### src/rtl/seven_segment_display_controller_pkg.sv
// Shared state encodings, constants and the double-dabble step used by the
// seven-segment display controller.
package seven_segment_display_controller_pkg;

  typedef enum logic [1:0] {
    S_IDLE    = 2'd0,
    S_CONVERT = 2'd1,
    S_UPDATE  = 2'd2
  } state_t;

  // All segments off, in the active-high abcdefg domain of the mapping block.
  localparam logic [6:0] C_SEG_BLANK   = 7'b0000000;
  localparam int         C_NUM_DIGITS  = 5;
  localparam int         C_CONV_CYCLES = 16;

  // One double-dabble iteration on {bcd, shift}: add 3 to every nibble >= 5,
  // then shift the whole 36-bit pair left by one.
  function automatic logic [35:0] dabble_step(input logic [19:0] bcd,
                                              input logic [15:0] shift);
    logic [19:0] adj;
    adj = bcd;
    for (int i = 0; i < C_NUM_DIGITS; i++) begin
      if (bcd[4*i +: 4] >= 4'd5) adj[4*i +: 4] = bcd[4*i +: 4] + 4'd3;
    end
    return {adj, shift} << 1;
  endfunction

endpackage

### src/rtl/bcd_seven_segment_mapping.sv
// Digit to seven-segment decode, active-high, segment order abcdefg (MSB..LSB).
// Codes A-F render as A, b, C, d, E, F for hex mode.
module bcd_seven_segment_mapping (
  input  logic [3:0] digit,
  output logic [6:0] seg
);

  always_comb begin
    case (digit)
      4'h0:    seg = 7'b1111110;
      4'h1:    seg = 7'b0110000;
      4'h2:    seg = 7'b1101101;
      4'h3:    seg = 7'b1111001;
      4'h4:    seg = 7'b0110011;
      4'h5:    seg = 7'b1011011;
      4'h6:    seg = 7'b1011111;
      4'h7:    seg = 7'b1110000;
      4'h8:    seg = 7'b1111111;
      4'h9:    seg = 7'b1111011;
      4'hA:    seg = 7'b1110111;
      4'hB:    seg = 7'b0011111;
      4'hC:    seg = 7'b1001110;
      4'hD:    seg = 7'b0111101;
      4'hE:    seg = 7'b1001111;
      default: seg = 7'b1000111;
    endcase
  end

endmodule

### src/rtl/seven_segment_display_controller.sv
// Accepts a 16-bit word, converts it to five BCD digits (or four hex nibbles)
// and holds the decoded segment patterns until the next word completes.
module seven_segment_display_controller
  import seven_segment_display_controller_pkg::*;
#(
  parameter bit P_ACTIVE_LOW = 1'b1
) (
  input  logic        I_CLK,
  input  logic        I_NRESET,
  input  logic [15:0] I_DATA,
  input  logic        I_HEX_MODE,
  input  logic        I_BLANK_LZ,
  input  logic        I_VALID,
  output logic        O_READY,
  output logic        O_DONE,
  output logic [6:0]  O_HEX0,
  output logic [6:0]  O_HEX1,
  output logic [6:0]  O_HEX2,
  output logic [6:0]  O_HEX3,
  output logic [6:0]  O_HEX4
);

  localparam logic [6:0] SEG_POL   = {7{P_ACTIVE_LOW}};
  localparam logic [6:0] SEG_RESET = C_SEG_BLANK ^ SEG_POL;
  localparam logic [3:0] CNT_LAST  = 4'(C_CONV_CYCLES - 1);

  state_t      state;
  logic [15:0] shift_q;
  logic [19:0] bcd_q;
  logic [3:0]  cnt_q;
  logic        hex_mode_q;
  logic        blank_lz_q;
  logic        done_q;

  logic [C_NUM_DIGITS-1:0][6:0] seg_map;
  logic [C_NUM_DIGITS-1:0][6:0] seg_next;
  logic [C_NUM_DIGITS-1:0][6:0] hex_q;
  logic [C_NUM_DIGITS-1:0]      digit_zero;
  logic [C_NUM_DIGITS-1:0]      blank;

  for (genvar i = 0; i < C_NUM_DIGITS; i++) begin : g_digit
    bcd_seven_segment_mapping u_map (
      .digit (bcd_q[4*i +: 4]),
      .seg   (seg_map[i])
    );
    assign digit_zero[i] = (bcd_q[4*i +: 4] == 4'h0);
    assign seg_next[i]   = (blank[i] ? C_SEG_BLANK : seg_map[i]) ^ SEG_POL;
  end

  // A digit is a leading zero when it and every digit above it are zero;
  // digit 0 is never blanked so a zero value still shows "0".
  always_comb begin
    logic zero_above;
    blank      = '0;
    zero_above = 1'b1;
    for (int i = C_NUM_DIGITS - 1; i >= 1; i--) begin
      zero_above = zero_above & digit_zero[i];
      blank[i]   = blank_lz_q & zero_above;
    end
    blank[C_NUM_DIGITS-1] = blank[C_NUM_DIGITS-1] | hex_mode_q;
  end

  always_ff @(posedge I_CLK or negedge I_NRESET) begin
    if (!I_NRESET) begin
      state      <= S_IDLE;
      shift_q    <= '0;
      bcd_q      <= '0;
      cnt_q      <= '0;
      hex_mode_q <= 1'b0;
      blank_lz_q <= 1'b0;
      done_q     <= 1'b0;
      hex_q      <= {C_NUM_DIGITS{SEG_RESET}};
    end else begin
      done_q <= 1'b0;
      case (state)
        S_IDLE: begin
          if (I_VALID) begin
            shift_q    <= I_DATA;
            hex_mode_q <= I_HEX_MODE;
            blank_lz_q <= I_BLANK_LZ;
            cnt_q      <= '0;
            if (I_HEX_MODE) begin
              bcd_q <= {4'h0, I_DATA};
              state <= S_UPDATE;
            end else begin
              bcd_q <= '0;
              state <= S_CONVERT;
            end
          end
        end
        S_CONVERT: begin
          {bcd_q, shift_q} <= dabble_step(bcd_q, shift_q);
          cnt_q            <= cnt_q + 4'd1;
          if (cnt_q == CNT_LAST) state <= S_UPDATE;
        end
        S_UPDATE: begin
          hex_q  <= seg_next;
          done_q <= 1'b1;
          state  <= S_IDLE;
        end
        default: state <= S_IDLE;
      endcase
    end
  end

  assign O_READY = (state == S_IDLE);
  assign O_DONE  = done_q;
  assign O_HEX0  = hex_q[0];
  assign O_HEX1  = hex_q[1];
  assign O_HEX2  = hex_q[2];
  assign O_HEX3  = hex_q[3];
  assign O_HEX4  = hex_q[4];

endmodule
### config.mk
export PLATFORM = sky130hd
export DESIGN_NAME = seven_segment_display_controller
export DESIGN_NICKNAME = d
export VERILOG_FILES = /design/src/rtl/seven_segment_display_controller_pkg.sv /design/src/rtl/bcd_seven_segment_mapping.sv /design/src/rtl/seven_segment_display_controller.sv
export SDC_FILE = /design/constraint.sdc
export NUM_CORES = 1
export LEC_CHECK = 0
export BUFFER_PORTS_ARGS = -buffer_cell sky130_fd_sc_hd__clkbuf_2
export CELL_PAD_IN_SITES_DETAIL_PLACEMENT = 0
export CELL_PAD_IN_SITES_GLOBAL_PLACEMENT = 1
export CORE_AREA = 2 2 103 105
export CTS_CLUSTER_DIAMETER = 100
export DETAILED_ROUTE_END_ITERATION = 10
export DIE_AREA = 0 0 105 107
export PLACE_DENSITY_LB_ADDON = 0.12
export SLEW_MARGIN = 20
export SYNTH_ARGS = -nofsm -noshare
export SYNTH_HDL_FRONTEND = slang
export SYNTH_SLANG_ARGS = --single-unit
### constraint.sdc
create_clock -name I_CLK -period 5.48 [get_ports I_CLK]
set_input_delay 0.548 -clock I_CLK [delete_from_list [all_inputs] [get_ports I_CLK]]
set_output_delay 0.548 -clock I_CLK [all_outputs]
set_load 0.02 [all_outputs]
==> summary.txt <==
Timing
  • F_max: 430 MHz
  • Final Critical Period: 2.32 ns
  • Rel. slew slack: 0.289
  • Final TNS setup: 0 ns
  • Max-slew violations: 0
  • Final Setup Violations: 0
  • Final period util: 0.424
  • Setup repair after global routing missed its margin: no
  • Slew @ Worst Pin: 1.07 ns
  • Fin Clk Skew: 0.00797 ns
  • Endpoints failing hold: 0

Clocking
  • Max clock buf depth: 2
  • CTS root buf: clkbuf_8
  • Htree depth: 3
  • TritonCTS buffer count: 9
  • CTS clk-pin slew, worst paths: 0.08 ns
  • Hold-fix buffer count after cts: 0
  • CTS tree: yes
  • Worst-skew pair later-pin latency: 0.35 ns
  • CTS Sinks: 80
  • Post-CTS Resized: 0
  • Setup Buffers After CTS: 0

Global routing
  • Initial antenna violation count: 0
  • All-layer global routing usage: 0.201
  • First-pass GRT wire length: 18.2 mm
  • Met3 usage: 0.0286
  • Remaining Overflow, GRT: 0
  • Largest net degree at the start of global routing: 81
  • Gr busiest metal: met2
  • Met2 Track Usage GR: 0.308
  • Number of global-route vias before repair: 3637
  • GR met1 Demand/Resource: 0.297

Floorplan
  • Cell row count: 37
  • Die H: 107 um
  • Core box area: 10100 um^2
  • Die Area: 11200 um^2
  • Die width: 105 um
  • I/O pin count: 58
  • Initial Util: 0.474

Drt
  • Initial DRC Count: 196
  • Antenna-violating nets left: 0
  • DRC: 0
  • Pre-antenna DRT Iters: 4
  • Drt total wl: 10.6 mm
  • DR vias: 3750
  • Average routed wire per standard cell: 15.2 um
  • Vias/cell: 5.34

Power
  • Design Power: 3.28 mW
  • Max VDD drop: 0.000234 V
  • Leak Pwr: 2.35 nW
  • Power Density: 621 nW/um^2

Worst hold path
  • Hold Path Class: input pin to async pin

Yosys
  • Synthesis Warnings: 0
  • Number of distinct library cells after synthesis: 48
  • Post-synthesis async set-or-reset flop share: 1.00
  • Mean Syn Cell Area: 9.07 um^2
  • Syn Nets: 580
  • Most common flop cell mapped by yosys: dfrtp_1
  • Seq/Total Area, Yosys: 0.427
  • Post-Synthesis Cells: 528
  • Yosys reg bits: 80
  • Post-synth EDFFs: 0
  • Synthesized cell area: 4790 um^2

Placement
  • Port bufs: 57
  • GPL Wtd Cong: 0.817
  • HPWL Detailed: 7.37 mm

Critical path
  • Largest stage delay on the critical path: 0.76 ns
  • Critical path peak fanout: 31
  • Worst path slowest cell: inv_1
  • Crit-path cells: nand2b_4 > inv_1 > o31a_1 > a21boi_1 > a21oi_1
  • Worst setup EP type: register
  • CP startpoint kind: register
  • Crit Path Class: register to register
  • Reg2Reg Setup Slack: 3.16 ns
  • Crit path buffers/inverters: 1
  • R2R depth: 5
  • Stages on worst setup path: 5
  • Cell family with most CP delay: buffers and inverters
  • Crit path arrival time: 2.60 ns
  • WP data required: 5.76 ns

Finish
  • Commonest non-fill, non-tap cell in the layout: o21ai_0
  • Nets@finish: 614
  • Area Overhead vs Synth: 10.3%
  • Share of cells above drive strength 1: 0.210
  • Antenna Cells: 0
  • Commonest cells after routing, fill and taps aside: o21ai_0, nand2_1, clkbuf_2, dfrtp_1, a21oi_1

Status
  • Status: complete, no violations

Run
  • Max-Cap Viols: 0
==> worst register-to-register path: stages, from the launching register on <==
cell and delay [ns]:
dfrtp_1 0.48, nand2b_4 0.28, inv_1 0.76, o31a_1 0.40
a21boi_1 0.24, a21oi_1 0.09
==> flip-flops by register name (all words and copies together), names as in the netlist <==
name / flops
O_HEX4: 7
O_HEX1: 7
hex_mode_q: 1
O_HEX2: 7
O_DONE: 1
bcd_q: 20
blank_lz_q: 1
cnt_q: 4
O_HEX0: 7
state: 2
shift_q: 16
O_HEX3: 7
==> power by group <==
| group | internal, mW | leakage, nW | switching [mW] |
|---|---|---|---|
| registers | 0.944 | 0.932 | 0.309 |
| clock network | 0.163 | 0.0864 | 0.213 |
| logic | 0.694 | 1.33 | 0.957 |
==> kinds of logic after synthesis <==
kind of cell	after synthesis	synth area share
DFF	80	0.427
AOI/OAI and AO/OA	169	0.209
xor gates and xnor gates	6	0.0110
muxes	33	0.0750
and+or+nand+nor	151	0.147
buffers and inverters	58	0.0499
adders and majority gates	31	0.0810
==> stage by stage <==
| step | instances | util | hold slack (ns) | area, um^2 | setup WS (ns) |
|---|---|---|---|---|---|
| after floorplan | 528 | - | 0.252 | 4790 | 3.64 |
| after global placement | 687 | 0.507 | 0.449 | 5120 | 3.20 |
| after detailed placement | 687 | 0.507 | 0.457 | 5120 | 3.09 |
| after CTS | 702 | 0.523 | 0.405 | 5280 | 3.09 |
| after global routing | 702 | 0.524 | 0.296 | 5280 | 2.94 |
| final | 702 | 0.524 | 0.243 | 5280 | 3.16 |
==> cell type report <==
cell class                      count  area [um^2]
Fill cell                        1004         4810
Timing Repair Buffer               59          307
Inverter                           22         82.6
Multi-Input combinational cell    390         2520
Tap cell                          136          170
Clock buffer                       10          128
Sequential cell                    80         2050
Clock inverter                      5         33.8
==> cell usage after synthesis, types with 2 or more instances <==
master	n	area share
nor2_1	35	0.027
ha_1	31	0.081
nand2b_1	9	0.012
dfstp_2	35	0.19
o21ai_0	72	0.075
nand2_1	66	0.052
and2_1	4	0.0052
nor2b_1	7	0.0091
o32a_1	2	0.0042
a21oi_1	41	0.043
a22oi_1	8	0.013
a31o_2	2	0.0037
mux4_2	2	0.0094
or3b_1	2	0.0037
nand3_1	7	0.0073
buf_2	5	0.0052
xnor2_1	5	0.0091
inv_1	22	0.017
a31oi_1	10	0.013
mux2_2	3	0.0071
o22a_1	8	0.015
buf_6	2	0.0047
a21o_1	6	0.0094
clkbuf_1	28	0.022
a2bb2oi_1	2	0.0037
mux2i_1	28	0.059
a211oi_1	6	0.0094
nor3_1	9	0.0094
a22o_1	2	0.0037
dfrtp_1	45	0.24
nor3b_1	4	0.0063
a32oi_1	4	0.0073
==> layer usage <==
metal  up-vias  wire (um)  part of all wire
met2        62       4750              0.45
met4         0        110             0.010
met3        10        360             0.034
met1      1762       5410              0.51
met5         -          0                 0
li1       1916          -                 -
==> path summary, 6_finish.rpt <==
path                                start          to
worst max-delay path             state[0]   O_HEX2[6]
worst min register to register  O_HEX0[3]   O_HEX0[3]
min in group I_CLK              I_DATA[0]  shift_q[0]
max in group asynchronous        I_NRESET  shift_q[5]
worst max register to register   state[0]   O_HEX2[6]
worst min-delay path             I_NRESET   bcd_q[19]
(Power assumes the default switching activity.)
